$ cat src/rtl/mc_controller_pkg.sv
`default_nettype none
// ============================================================================
//  Module      : mc_controller_pkg
//  Description : Shared MIPS multicycle definitions: FSM state codes, opcode
//                constants, ALU operation classes and the control word.
//  Revision    : 1.0 - initial release
// ============================================================================
package mc_controller_pkg;

    // FSM state codes; 13..15 are unused and treated as illegal
    typedef enum logic [3:0] {
        S_FETCH   = 4'd0,
        S_DECODE  = 4'd1,
        S_MEMADR  = 4'd2,
        S_MEMRD   = 4'd3,
        S_MEMWB   = 4'd4,
        S_MEMWR   = 4'd5,
        S_RTYPEEX = 4'd6,
        S_RTYPEWB = 4'd7,
        S_BEQEX   = 4'd8,
        S_ADDIEX  = 4'd9,
        S_IWB     = 4'd10,
        S_JEX     = 4'd11,
        S_ORIEX   = 4'd12
    } state_t;

    // Opcode field values
    localparam logic [5:0] c_op_lw    = 6'b100011;
    localparam logic [5:0] c_op_sw    = 6'b101011;
    localparam logic [5:0] c_op_rtype = 6'b000000;
    localparam logic [5:0] c_op_beq   = 6'b000100;
    localparam logic [5:0] c_op_addi  = 6'b001000;
    localparam logic [5:0] c_op_ori   = 6'b001101;
    localparam logic [5:0] c_op_j     = 6'b000010;

    // ALU operation classes, shared with the ALU decoder
    localparam logic [1:0] c_aluop_add   = 2'b00;
    localparam logic [1:0] c_aluop_sub   = 2'b01;
    localparam logic [1:0] c_aluop_funct = 2'b10;
    localparam logic [1:0] c_aluop_or    = 2'b11;

    // ALU B-source selects
    localparam logic [1:0] c_alub_reg  = 2'b00;
    localparam logic [1:0] c_alub_four = 2'b01;
    localparam logic [1:0] c_alub_imm  = 2'b10;
    localparam logic [1:0] c_alub_bofs = 2'b11;

    // PC source selects
    localparam logic [1:0] c_pcsrc_alu    = 2'b00;
    localparam logic [1:0] c_pcsrc_aluout = 2'b01;
    localparam logic [1:0] c_pcsrc_jump   = 2'b10;

    // Control word produced by the output decoder
    typedef struct packed {
        logic       pcwrite;
        logic       branch;
        logic       memwrite;
        logic       irwrite;
        logic       regwrite;
        logic       alusrca;
        logic       iord;
        logic       memtoreg;
        logic       regdst;
        logic [1:0] alusrcb;
        logic [1:0] pcsrc;
        logic [1:0] aluop;
    } ctrl_t;

endpackage
`default_nettype wire

$ cat src/rtl/mc_controller_outdec.sv
`default_nettype none
// ============================================================================
//  Module      : mc_outdec
//  Description : Moore output decoder: maps the FSM state to the datapath
//                control word. Illegal codes yield the all-zero word.
//  Revision    : 1.0 - initial release
// ============================================================================
module mc_outdec
    import mc_controller_pkg::*;
(
    input  logic [3:0] state,
    output ctrl_t      ctrl
);

    // Every field defaults to zero; each state raises only what it needs
    always_comb begin
        ctrl = '0;
        case (state)
            S_FETCH: begin
                ctrl.alusrcb = c_alub_four;
                ctrl.irwrite = 1'b1;
                ctrl.pcwrite = 1'b1;
            end
            S_DECODE: begin
                ctrl.alusrcb = c_alub_bofs;
            end
            S_MEMADR, S_ADDIEX: begin
                ctrl.alusrca = 1'b1;
                ctrl.alusrcb = c_alub_imm;
                ctrl.aluop   = c_aluop_add;
            end
            S_ORIEX: begin
                ctrl.alusrca = 1'b1;
                ctrl.alusrcb = c_alub_imm;
                ctrl.aluop   = c_aluop_or;
            end
            S_MEMRD: begin
                ctrl.iord = 1'b1;
            end
            S_MEMWB: begin
                ctrl.regwrite = 1'b1;
                ctrl.memtoreg = 1'b1;
            end
            S_MEMWR: begin
                ctrl.iord     = 1'b1;
                ctrl.memwrite = 1'b1;
            end
            S_RTYPEEX: begin
                ctrl.alusrca = 1'b1;
                ctrl.aluop   = c_aluop_funct;
            end
            S_RTYPEWB: begin
                ctrl.regwrite = 1'b1;
                ctrl.regdst   = 1'b1;
            end
            S_IWB: begin
                ctrl.regwrite = 1'b1;
            end
            S_BEQEX: begin
                ctrl.alusrca = 1'b1;
                ctrl.aluop   = c_aluop_sub;
                ctrl.pcsrc   = c_pcsrc_aluout;
                ctrl.branch  = 1'b1;
            end
            S_JEX: begin
                ctrl.pcsrc   = c_pcsrc_jump;
                ctrl.pcwrite = 1'b1;
            end
            default: ctrl = '0;
        endcase
    end

endmodule
`default_nettype wire

$ cat src/rtl/mc_controller.sv
`default_nettype none
// ============================================================================
//  Module      : mc_controller
//  Description : Multicycle MIPS main controller. State register with
//                next-state logic, Moore output decoder, and branch-qualified
//                PC enable. Write strobes are gated off while reset is high.
//  Revision    : 1.0 - initial release
// ============================================================================
module mc_controller
    import mc_controller_pkg::*;
(
    input  logic       clk,
    input  logic       reset,
    input  logic [5:0] op,
    input  logic       zero,
    output logic       pcen,
    output logic       memwrite,
    output logic       irwrite,
    output logic       regwrite,
    output logic       alusrca,
    output logic       iord,
    output logic       memtoreg,
    output logic       regdst,
    output logic [1:0] alusrcb,
    output logic [1:0] pcsrc,
    output logic [1:0] aluop,
    output logic [3:0] state
);

    // Held as a plain 4-bit vector so the unused codes 13..15 stay representable
    logic [3:0] r_state;
    ctrl_t      w_ctrl;

    // State register and next-state logic; illegal codes recover to FETCH
    always_ff @(posedge clk) begin
        if (reset) begin
            r_state <= S_FETCH;
        end else begin
            case (r_state)
                S_FETCH:  r_state <= S_DECODE;
                S_DECODE: begin
                    case (op)
                        c_op_lw, c_op_sw: r_state <= S_MEMADR;
                        c_op_rtype:       r_state <= S_RTYPEEX;
                        c_op_beq:         r_state <= S_BEQEX;
                        c_op_addi:        r_state <= S_ADDIEX;
                        c_op_ori:         r_state <= S_ORIEX;
                        c_op_j:           r_state <= S_JEX;
                        default:          r_state <= S_FETCH;
                    endcase
                end
                S_MEMADR:  r_state <= (op == c_op_lw) ? S_MEMRD : S_MEMWR;
                S_MEMRD:   r_state <= S_MEMWB;
                S_RTYPEEX: r_state <= S_RTYPEWB;
                S_ADDIEX:  r_state <= S_IWB;
                S_ORIEX:   r_state <= S_IWB;
                default:   r_state <= S_FETCH;
            endcase
        end
    end

    mc_outdec u_outdec (
        .state (r_state),
        .ctrl  (w_ctrl)
    );

    // Architectural write strobes are suppressed for as long as reset is held
    assign pcen     = ~reset & (w_ctrl.pcwrite | (w_ctrl.branch & zero));
    assign memwrite = ~reset & w_ctrl.memwrite;
    assign irwrite  = ~reset & w_ctrl.irwrite;
    assign regwrite = ~reset & w_ctrl.regwrite;

    assign alusrca  = w_ctrl.alusrca;
    assign iord     = w_ctrl.iord;
    assign memtoreg = w_ctrl.memtoreg;
    assign regdst   = w_ctrl.regdst;
    assign alusrcb  = w_ctrl.alusrcb;
    assign pcsrc    = w_ctrl.pcsrc;
    assign aluop    = w_ctrl.aluop;
    assign state    = r_state;

endmodule
`default_nettype wire

$ cat config.mk
export PLATFORM = sky130hd
export DESIGN_NAME = mc_controller
export DESIGN_NICKNAME = d
export VERILOG_FILES = /design/src/rtl/mc_controller_pkg.sv /design/src/rtl/mc_controller_outdec.sv /design/src/rtl/mc_controller.sv
export SDC_FILE = /design/constraint.sdc
export NUM_CORES = 1
export LEC_CHECK = 0
export ABC_AREA = 1
export CAP_MARGIN = 20
export CORE_AREA = 2 2 39 41
export CTS_CLUSTER_SIZE = 8
export DETAILED_ROUTE_END_ITERATION = 12
export DIE_AREA = 0 0 41 43
export PLACE_DENSITY = 0.78
export SYNTH_ARGS = -nofsm -noshare
export SYNTH_HDL_FRONTEND = slang
export SYNTH_SLANG_ARGS = --single-unit
export TNS_END_PERCENT = 10
$ cat constraint.sdc
create_clock -name clk -period 2.01 [get_ports clk]
set_input_delay 0.3015 -clock clk [delete_from_list [all_inputs] [get_ports clk]]
set_output_delay 0.3015 -clock clk [all_outputs]
set_load 0.01 [all_outputs]
# == After elaboration in Yosys (flattened, before gate mapping) ==
# Index checks and enable logic that the tools add are counted.
# word_totals
ff_bits,4
in_bits,9
output_inout_bits,18
elab_cells,50
# classes
n_eq_ne,18
muxes,15
bitwise_logic,7
n_reduce_logical,9
# op_table
cell,count
case mux 4 bit (6 select lines),2
"== test 4 bit, second input constant",5
"== test 4 x 3 -> 1 bit, second input constant",4
"== test 6 x 4 -> 1 bit, second input constant",2
"== test 6 bit, second input constant",2
case mux 2 bit (3 select lines),2
two-way mux 1 bit,9
"== test 4 x 2 -> 1 bit, second input constant",2
OR reduction 2 bit,4
"== test 6 x 2 -> 1 bit, second input constant",1
"== test 6 x 3 -> 1 bit, second input constant",1
zero test 6 bit,1
OR reduction 3 bit,2
AND 1 bit,5
OR reduction 5 bit,1
"== test 4 x 1 -> 1 bit, second input constant",1
zero test 4 bit,1
case mux 2 bit (2 select lines),1
two-way mux 3 bit,1
NOT 1 bit,1
OR 1 bit,1

# == Longest topological paths before layout ==
# depth
ltp_word,5
mapped_depth,7
ltp_nobuf,7

# == By module ==
# A second synthesis with hierarchy kept.
# unflattened
cells_unflattened,111
hier_area_um2,600.6
# modules_own_cells
mod,instances,cells_per_inst,area_each_um2,seq_area_each_um2
mc_controller,1,74,417.9,80.1
mc_outdec,1,37,182.7,0.0

# == Worst setup path after synthesis ==
# OpenSTA, ideal clock, no wires.
# synth_path
kind,register to output
from,register r_state[3] (netlist: state[3])
to,output pcen
t_arrival_ns,1.138
required_ns,1.709
slack_ns,0.570
path_stages_with_launch,7
n_path_buf,0
path_cell_list,dfxtp_1 inv_2 nor2_2 inv_2 nor2_2 a21oi_1 a21oi_1
# synth_via
elab_chain_len,5
word_cells_on_any_way,9
cone_classes,eq/ne: 2; mux: 2; bitwise: 3; reduce/logical: 2
# synth_lines
element,line,text
from (decl),mc_controller.sv:31,logic [3:0] r_state;
from (signal assigned),mc_controller.sv:52,S_MEMADR: r_state <= (op == c_op_lw) ? S_MEMRD : S_MEMWR;
== test 4 bit or zero test 4 bit (tied branches),mc_controller_outdec.sv:18,case (state)
OR reduction 2 bit (no line) or two-way mux 1 bit (tied branches),n/a,
two-way mux 1 bit or AND 1 bit (tied branches),"mc_controller_outdec.sv:18, mc_controller.sv:68",
OR 1 bit (*),mc_controller.sv:68,assign pcen = ~reset & (w_ctrl.pcwrite | (w_ctrl.branch & zero));
AND 1 bit (*),mc_controller.sv:68,
to (decl),mc_controller.sv:16,"output logic pcen,"
# Mark *: on every way between the ends. The rest lies on a longest branch, timed or not.

# == Final worst setup path ==
# layout_path
from,register r_state[2] (netlist: state[2])
to,output iord
# layout_via
elab_chain_len,3
word_cells_on_any_way,4
cone_classes,eq/ne: 2; mux: 1; reduce/logical: 1
# layout_lines
element,line,text
== test 4 x 2 -> 1 bit or == test 4 x 3 -> 1 bit (tied branches),mc_controller_outdec.sv:18,
OR reduction 2 bit (no line) (*),n/a,
two-way mux 1 bit (*),mc_controller_outdec.sv:18,
to (decl),mc_controller.sv:21,"output logic iord,"
# Marked as above.

==> run_results.csv <==
group,metric,value,unit
finish,final_nets,138,
logic_synthesis,synth-seq-area-share,15.8,%
timing,rsz0062_at_grt,"false",
routing,routed_wl,1.41,mm
die,coreArea,0.00138,mm^2
worst_setup_path,path_class,"flop to output port",
finish,antenna_cells,0,
routing,drt-pass1-iter-count,2,
logic_synthesis,synth_top_area_cell,"nor2_1",
clock_tree,cts_tree,"built",
routing,via_count,702,
finish,largest_reg_flops,4,
finish,stdcell_area,846,um^2
die,die_y,43,um
timing,relSlewSlack,82.9,%
die,num_rows,14,
placement,gp_congestion,0.793,
routing,remaining_drc_errors,0,
logic_synthesis,synth_xor_area_share,0,%
timing,maxSlewViolCount,0,
logic_synthesis,synth.ff_latch_count,4,
logic_synthesis,synth.net_count,105,
power,leakagePower,0.446,nW
flow_run,maxCapViolations,0,
placement,dpl_cell_area,791,um^2
routing,drtIter0Drc,10,
worst_setup_path,r2r_slack,790,ps
placement,portBuffers,26,
logic_synthesis,synth_common_cells,"nor2_1 (23), nand2_1 (21), inv_1 (13)",
timing,finalHoldViolCount,0,
global_route,grt_pass1_vias,645,
timing,fin_tns_setup,0,ps
global_route,grt_pass1_wl,2.24,mm
worst_setup_path,cp.arrival,1580,ps
logic_synthesis,synthAdderAreaFrac,0,%
outcome,status,"finished, final reports clean",
logic_synthesis,syn_area,507,um^2
placement,dp_slack,133,ps
power,pwr-share-clk,35.0,%
finish,area_growth,66.9,%
power,power_switching,90.8,uW
logic_synthesis,synth_top_family_by_area,"simple AND/OR/NAND/NOR gates",
power,seqPwrFrac,30.2,%
logic_synthesis,synth_compound_area_share,9.63,%
timing,setup_violations,0,
routing,ant_nets,0,
clock_tree,cts-buffers-inserted,3,
worst_setup_path,r2r-end,"state[3]",
logic_synthesis,async_reset_ff_share,0,%
global_route,antenna_found_initial,0,
timing,period_share,93.4,%
worst_setup_path,worstPathMaxFanout,6,
hold_path,worstHoldStart,"state[3]",
worst_setup_path,critPathRequiredTime,1710,ps
hold_path,holdPathStages,5,
hold_path,min_to,"state[0]",
logic_synthesis,postSynthCellCount,96,
die,start_util,36.6,%
worst_setup_path,crit_start,"state[2]",
die,die_w,41,um
die,die-area,0.00176,mm^2
logic_synthesis,synth.top_cell.area_share,17.0,%
power,sw_frac_of_total,31.3,%
timing,fmax,532,MHz
worst_setup_path,critPathLaunchType,"flop",
worst_setup_path,reg2regPathDepth,6,
clock_tree,path_clk_slew,40,ps
clock_tree,clockBufferDepth,2,
power,p_comb_share,34.7,%
global_route,groute.usage.overall,18.4,%
clock_tree,root_buffer,"clkbuf_4",
logic_synthesis,ys_top_cells_by_area,"nor2_1 (17%), dfxtp_1 (16%), nand2_1 (16%)",
timing,layout_min_cycle_time,1880,ps
routing,wl_per_cell,9.86,um
logic_synthesis,syn_area_per_cell,5.28,um^2
logic_synthesis,synth_edf_count,0,
worst_setup_path,slowest_stage,"clkdlybuf4s50_1",
placement,dp.final_hpwl,1.20,mm
hold_path,hold_class,"flop to flop",
worst_setup_path,r2r_start,"state[2]",
clock_tree,htree_levels,1,
logic_synthesis,synth.area.mux_share,0,%
power,ir_worst_vdd,0.000251,V
global_route,gr-total-overflow,0,
worst_setup_path,end_kind,"output port",
logic_synthesis,yosysWarnings,0,
worst_setup_path,slowest_delay,560,ps
logic_synthesis,yosysUniqueCellTypes,19,
global_route,grt_max_degree,8,
logic_synthesis,synth_ff_type,"dfxtp_1",
clock_tree,clock_sinks,4,
clock_tree,clock_latency,240,ps
worst_setup_path,path_cells,"inv_1, nor2_1, nand2_1, o21ai_0, clkdlybuf4s50_1",
logic_synthesis,synth.most_common_cell,"nor2_1",
timing,worst_pin_slew,255,ps
timing,setup_ws,132,ps
power,power_per_cell_area,344,mW/mm^2
die,io_pins,27,
finish,drive_gt1_share,20.5,%
power,internal_power,200,uW
timing,skew,7.48,ps
routing,via_per_inst,4.91,
logic_synthesis,synth-simple-area-share,61.0,%
[stage by stage]
stage	power [mW]	hold WS [ps]	std cells	util, %
finish	0.291	744	143	61.1
global route	0.307	790	143	61.1
CTS	0.291	743	143	60.6
detailed placement	0.187	724	138	57.1
global placement	0.185	704	138	57.1
floorplan	0.138	574	96	-
[power by group through the flow]
| stage | logic (mW) | registers, mW | clock network (mW) |
|---|---|---|---|
| floorplan | 0.0491 | 0.0886 | 0 |
| global placement | 0.0976 | 0.0875 | 0 |
| detailed placement | 0.0997 | 0.0876 | 0 |
| CTS | 0.101 | 0.0878 | 0.102 |
| global route | 0.111 | 0.0880 | 0.108 |
| finish | 0.101 | 0.0879 | 0.102 |
[layout by cell type (no fill, tap or decap), types with 2 or more instances in the layout]
master and count:
nand2_1 21, dlygate4sd2_1 2, inv_2 3, clkbuf_4 3, o21ai_0 2, dfxtp_2 4
nor2_2 5, buf_4 3, nand3_1 9, clkdlybuf4s50_1 22, dlymetal6s2s_1 2, inv_1 13
a21oi_1 5, nand2_2 2, nor2_4 3, nor2_1 21
[metal layers]
metal  vias to the layer above  global-route usage [%]  routed length, um
met2                        23                    37.2                792
met3                         2                    3.66                 92
li1                        365                       -                  -
met5                         -                       0                  0
met4                         0                    7.33                 17
met1                       312                    14.8                508
[kinds of logic after synthesis]
kind of cell / Yosys count
AND/OR/NAND/NOR: 65
AO/OA/AOI/OAI: 9
flip-flops: 4
buffers and inverters: 18
[what timing repair did]
item | in CTS | in global routing
hold buffers | 0 | 0
resized for setup | 8 | 3
endpoints found under the setup margin | 4 | 2
pin swaps | 2 | 1
buffers inserted | 2 | 0
[worst max path at each step]
stage,end,slack (ps)
final,iord,130
after global routing,iord,60
after CTS,alusrca,20
after detailed placement,pcen,130
after global placement,pcen,190
after floorplan,pcen,570
[area by class of cell]
cell class | instances | area, um^2
clock buffer | 3 | 22.5
fill | 136 | 538
inverter | 17 | 65.1
multi-input combinational | 74 | 368
sequential | 4 | 85.1
tap | 16 | 20.0
timing repair buffer | 29 | 285
[critical path: cells and delay by family, from the launching register on]
family	cells	cell delay, ps
flops	1	390
compound gates	1	80
simple gates	2	250
buf+inv	2	610
Note: power is estimated with default switching activity, not from simulation.
